File: src/rtl/pingpong_buf_ctrl.sv
// Write/read sequencer for the two-bank ping-pong RAM behind the SPI slave receiver.
// Fills the active bank, hands closed banks to the reader, and drops bytes when no bank is free.
module pingpong_buf_ctrl #(
  parameter int DATA_W = 8,
  parameter int DEPTH  = 256,
  parameter int ADDR_W = 8
) (
  input  logic              clk,
  input  logic              rst_n,
  input  logic              byte_valid,
  input  logic [DATA_W-1:0] byte_data,
  input  logic              frame_end,
  output logic              ram_we,
  output logic [ADDR_W:0]   ram_waddr,
  output logic [DATA_W-1:0] ram_wdata,
  output logic              bank_rdy,
  output logic              rd_bank,
  output logic [ADDR_W:0]   rd_len,
  input  logic              rd_done,
  output logic              overflow,
  input  logic              clr_ovf
);

  // state  | meaning
  // W_FILL | accepting bytes into wr_bank
  // W_WAIT | wr_bank still held by the reader; incoming bytes are dropped
  typedef enum logic {W_FILL = 1'b0, W_WAIT = 1'b1} wstate_t;

  wstate_t           state, state_nxt;
  logic              wr_bank;
  logic              rd_ptr;
  logic [ADDR_W-1:0] wr_cnt;
  logic [1:0]        bank_full, bank_full_nxt;
  logic [ADDR_W:0]   len0, len1;
  logic [ADDR_W:0]   close_len;
  logic              accept, drop, close, rd_rel;

  assign rd_rel  = rd_done & bank_rdy;
  assign rd_bank = rd_ptr;
  assign rd_len  = rd_ptr ? len1 : len0;

  always_ff @(posedge clk or negedge rst_n) begin
    if (!rst_n) state <= W_FILL;
    else        state <= state_nxt;
  end

  // A bank released this cycle counts as free, so close+rd_done never enters W_WAIT.
  always_comb begin
    bank_full_nxt = bank_full;
    if (rd_rel) bank_full_nxt[rd_ptr]  = 1'b0;
    if (close)  bank_full_nxt[wr_bank] = 1'b1;
  end

  always_comb begin
    state_nxt = state;
    case (state)
      W_FILL: if (close && bank_full_nxt[!wr_bank]) state_nxt = W_WAIT;
      W_WAIT: if (!bank_full[wr_bank]) state_nxt = W_FILL;
      default: state_nxt = W_FILL;
    endcase
  end

  always_comb begin
    accept    = 1'b0;
    drop      = 1'b0;
    close     = 1'b0;
    close_len = {1'b0, wr_cnt} + (ADDR_W+1)'(byte_valid);
    case (state)
      W_FILL: begin
        accept = byte_valid;
        close  = (byte_valid && wr_cnt == ADDR_W'(DEPTH-1)) ||
                 (frame_end && (wr_cnt != '0 || byte_valid));
      end
      W_WAIT: drop = byte_valid;
      default: ;
    endcase
  end

  always_ff @(posedge clk or negedge rst_n) begin
    if (!rst_n) begin
      ram_we    <= 1'b0;
      ram_waddr <= '0;
      ram_wdata <= '0;
      wr_bank   <= 1'b0;
      wr_cnt    <= '0;
      rd_ptr    <= 1'b0;
      bank_full <= 2'b00;
      bank_rdy  <= 1'b0;
      len0      <= '0;
      len1      <= '0;
      overflow  <= 1'b0;
    end else begin
      ram_we    <= accept;
      if (accept) begin
        ram_waddr <= {wr_bank, wr_cnt};
        ram_wdata <= byte_data;
      end
      if (close) begin
        wr_cnt  <= '0;
        wr_bank <= !wr_bank;
        if (wr_bank) len1 <= close_len;
        else         len0 <= close_len;
      end else if (accept) begin
        wr_cnt <= wr_cnt + 1'b1;
      end
      bank_full <= bank_full_nxt;
      if (rd_rel) rd_ptr <= !rd_ptr;
      // Forced low on release so the reader always sees a gap between banks.
      bank_rdy  <= rd_rel ? 1'b0 : bank_full[rd_ptr];
      if (drop)         overflow <= 1'b1;
      else if (clr_ovf) overflow <= 1'b0;
    end
  end

endmodule
File: config.mk
export PLATFORM = sky130hd
export DESIGN_NAME = pingpong_buf_ctrl
export DESIGN_NICKNAME = d
export VERILOG_FILES = /design/src/rtl/pingpong_buf_ctrl.sv
export SDC_FILE = /design/constraint.sdc
export NUM_CORES = 1
export LEC_CHECK = 0
export ABC_CLOCK_PERIOD_IN_PS = 2270
export CAP_MARGIN = 20
export CORE_UTILIZATION = 45
export DETAILED_ROUTE_END_ITERATION = 8
export PLACE_DENSITY = 0.71
export SKIP_CTS_REPAIR_TIMING = 1
export SYNTH_ARGS = -nofsm -noshare
export SYNTH_HDL_FRONTEND = slang
export SYNTH_SLANG_ARGS = --single-unit
File: constraint.sdc
create_clock -name clk -period 2.27 [get_ports clk]
set_clock_uncertainty 0.1 [all_clocks]
set_input_delay 0.3405 -clock clk [delete_from_list [all_inputs] [get_ports clk]]
set_output_delay 0.3405 -clock clk [all_outputs]
set_load 0.01 [all_outputs]
==> results of run 1 <==
[routing by layer]
layer | wire length [um] | share of wire, % | vias to the layer above | track usage [%]
met2 | 2060 | 46 | 37 | 29.3
li1 | - | - | 801 | -
met5 | 0 | 0 | - | 0
met1 | 2130 | 48 | 784 | 23.3
met4 | 67 | 1.5 | 0 | 7.05
met3 | 204 | 4.6 | 6 | 4.34
[area by class of cell]
type                       count  area share, %
tap                           67           2.81
clock buffer                   5           2.31
multi-input combinational    145           32.7
timing repair buffer          53           18.1
inverter                       6          0.754
clock inverter                 3          0.503
sequential                    51           42.8
[power breakdown]
| group | internal, W | switching (W) | total, W |
|---|---|---|---|
| registers | 0.00112 | 0.000196 | 0.00132 |
| logic | 0.000624 | 0.000484 | 0.00111 |
| clock network | 0.000211 | 0.000288 | 0.000500 |
| total | 0.00196 | 0.000969 | 0.00293 |
[worst max-delay path by stage]
stage / depth (start not counted) / from / endpoint
after floorplan: 6 / wr_cnt[1] / len0[0]
after global routing: 2 / rd_bank / rd_len[0]
final: 2 / rd_bank / rd_len[0]
after global placement: 7 / byte_valid / wr_cnt[3]
after detailed placement: 7 / byte_valid / wr_cnt[3]
after CTS: 2 / rd_bank / rd_len[0]
[sequential cells by signal, summed over array words and instances (netlist names), 2 cells and up]
signal and cells:
wr_cnt 8, ram_waddr 9, len0 9, bank_full 2, ram_wdata 8, len1 9
[metrics by stage]
stage / total power [W] / hold slack (ns)
after floorplan: 0.00191 / -0.0551
after global placement: 0.00243 / 0.256
after detailed placement: 0.00245 / 0.263
after CTS: 0.00297 / -0.0734
after global routing: 0.00312 / 0.405
final: 0.00293 / 0.378
[logic make-up after synthesis]
family / after synthesis
compound gates: 14
flops: 51
mux: 29
fa+ha+maj: 4
simple gates: 84
buf+inv: 17
xor+xnor: 14
[worst min-delay path: cells and delay by family (launching register included)]
family / cells / cell delay (ns)
simple gates: 2 / 0.10
flops: 1 / 0.35
[layout by cell type (no fill, tap or decap), types with 2 or more instances in the layout]
cell type	Yosys	routed
mux2_2	27	27
buf_4	1	6
nor2_1	13	13
xor2_1	6	6
nand3_1	5	5
nand4_1	3	3
o21ai_0	7	7
clkdlybuf4s50_1	0	42
buf_12	0	3
o21ai_4	2	2
ha_1	4	4
inv_1	5	5
nand2_1	53	53
nand2b_1	2	2
clkinv_2	0	3
a21oi_1	3	3
nor4_1	2	2
xnor2_1	8	8
dfrtp_1	51	50
clkbuf_8	0	5
==> results.sh, run 1 <==
export IMPL_synth_distinct_cells=32
export IMPL_yosys_area_top_type="dfrtp_1"
export IMPL_slew_viol_final=0
export IMPL_hold_viol=0
export IMPL_wl_um=4470
export IMPL_worst_setup_path_type="flop to output pin"
export IMPL_synth_most_common_cell="nand2_1"
export IMPL_cap_viol_max_count=0
export IMPL_final_period_utilization_pct=96.2
export IMPL_holdPathEnd="ram_wdata[7]"
export IMPL_layout_cells_non_filler=330
export IMPL_cts_path_max_buffers=2
export IMPL_cts_buffers=5
export IMPL_synth_seq_cells=51
export IMPL_drive_gt1_share_pct=19.8
export IMPL_die_area_um2=5480
export IMPL_cts_tree="built"
export IMPL_syn_area_um2=2330
export IMPL_grt_pass1_wl_um=7360
export IMPL_stdcell_area_um2=2990
export IMPL_vias=1628
export IMPL_track_usage_pct=18.0
export IMPL_diodes=0
export IMPL_multi_input_area_um2=977
export IMPL_clock_fmax_mhz=458
export IMPL_cts_htree_levels=2
export IMPL_tightest_slew_ns=0.559
export IMPL_reg2reg_slack_ns=0.30
export IMPL_design_core_area_um2=4850
export IMPL_syn_nets=231
export IMPL_finalCriticalPeriod_ns=2.18
export IMPL_gr_total_overflow=0
export IMPL_crit_chain="mux2_2 -> clkdlybuf4s50_1"
export IMPL_place_inst=321
export IMPL_status="completed"
export IMPL_synth_simple_area_share_pct=16.2
export IMPL_vias_per_cell=4.93
export IMPL_grt_max_degree=29
export IMPL_dp_hpwl_um=3150
export IMPL_drc=0
export IMPL_synth_xor_area_share_pct=5.25
export IMPL_cts_sinks=51
export IMPL_area_growth_pct=27.9
export IMPL_worstHoldStart="ram_wdata[7]"
export IMPL_dieHeight_um=74.0
export IMPL_leakagePower_nw=1.42
export IMPL_r2r_end="len0[1]"
export IMPL_synth_area_per_cell_um2=11.0
export IMPL_rr_worst_depth=7
export IMPL_postSynthCellCount=213
export IMPL_first_iter_violations=105
export IMPL_ir_drop_mv=0.589
export IMPL_worstPathRequired_ns=1.83
export IMPL_crit_path_end_kind="output pin"
export IMPL_gp_congestion=0.791
export IMPL_wire_per_inst_um=13.5
export IMPL_synth_edff_count=0
export IMPL_r2r_start="wr_cnt[0]"
export IMPL_cp_start_kind="flop"
export IMPL_clk_pin_slew_ns=0.09
export IMPL_clock_latency_ns=0.30
export IMPL_layout_setup_ws_ns=0.0861
export IMPL_async_flop_share_pct=100
export IMPL_powerDensity_nw_per_um2=981
export IMPL_root_buffer="clkbuf_8"
export IMPL_placed_area_um2=2890
export IMPL_rsz0062_at_grt="false"
export IMPL_io_pins=44
export IMPL_critPathSlowestCell="dfrtp_2"
export IMPL_worst_path_buf_inv=1
export IMPL_cp_top_family="flip-flops"
export IMPL_worst_path_largest_cell_delay_ns=0.56
export IMPL_regArea_um2=1280
export IMPL_dpl_worst_slack_ns=0.0401
export IMPL_synth_top_area_share_pct=54.7
export IMPL_drtAntennaViolNets=0
export IMPL_tns_ns=0
export IMPL_hold_path_depth=2
export IMPL_cp_max_fo=14
export IMPL_synth_ff_type="dfrtp_1"
export IMPL_hold_path_class="flop to flop"
export IMPL_synth_commonest_cells="nand2_1, dfrtp_1, mux2_2, nor2_1, xnor2_1"
export IMPL_synth_top_family_by_area="simple AND/OR/NAND/NOR gates"
export IMPL_synthAdderAreaFrac_pct=2.14
export IMPL_firstDrtPassIters=4
export IMPL_row_count=25
export IMPL_antenna_found_initial=0
export IMPL_final_nets=280
export IMPL_synth_compound_area_share_pct=4.29
export IMPL_finalSetupViolCount=0
export IMPL_io_buffers=43
export IMPL_start_util_pct=48.1
export IMPL_synth_area_leaders="dfrtp_1, mux2_2, nand2_1"
export IMPL_dieWidth_um=74.0
export IMPL_slew_headroom_pct=62.7
export IMPL_fin_util_pct=61.6
export IMPL_ys_warnings_count=0
export IMPL_cp_arrival_ns=1.74
export IMPL_synth_area_mux_share_pct=13.9
export IMPL_grt_pass1_vias=1628
export IMPL_yosysSeqAreaShare_pct=54.7
export IMPL_num_fill_cells=395
(Power assumes the default switching activity.)
==> inputs of run 2 (changes only) <==
- CAP_MARGIN: 20 -> 10
==> results of run 2 <==
The final DEF is identical to that of run 1; final timing and power are the same.
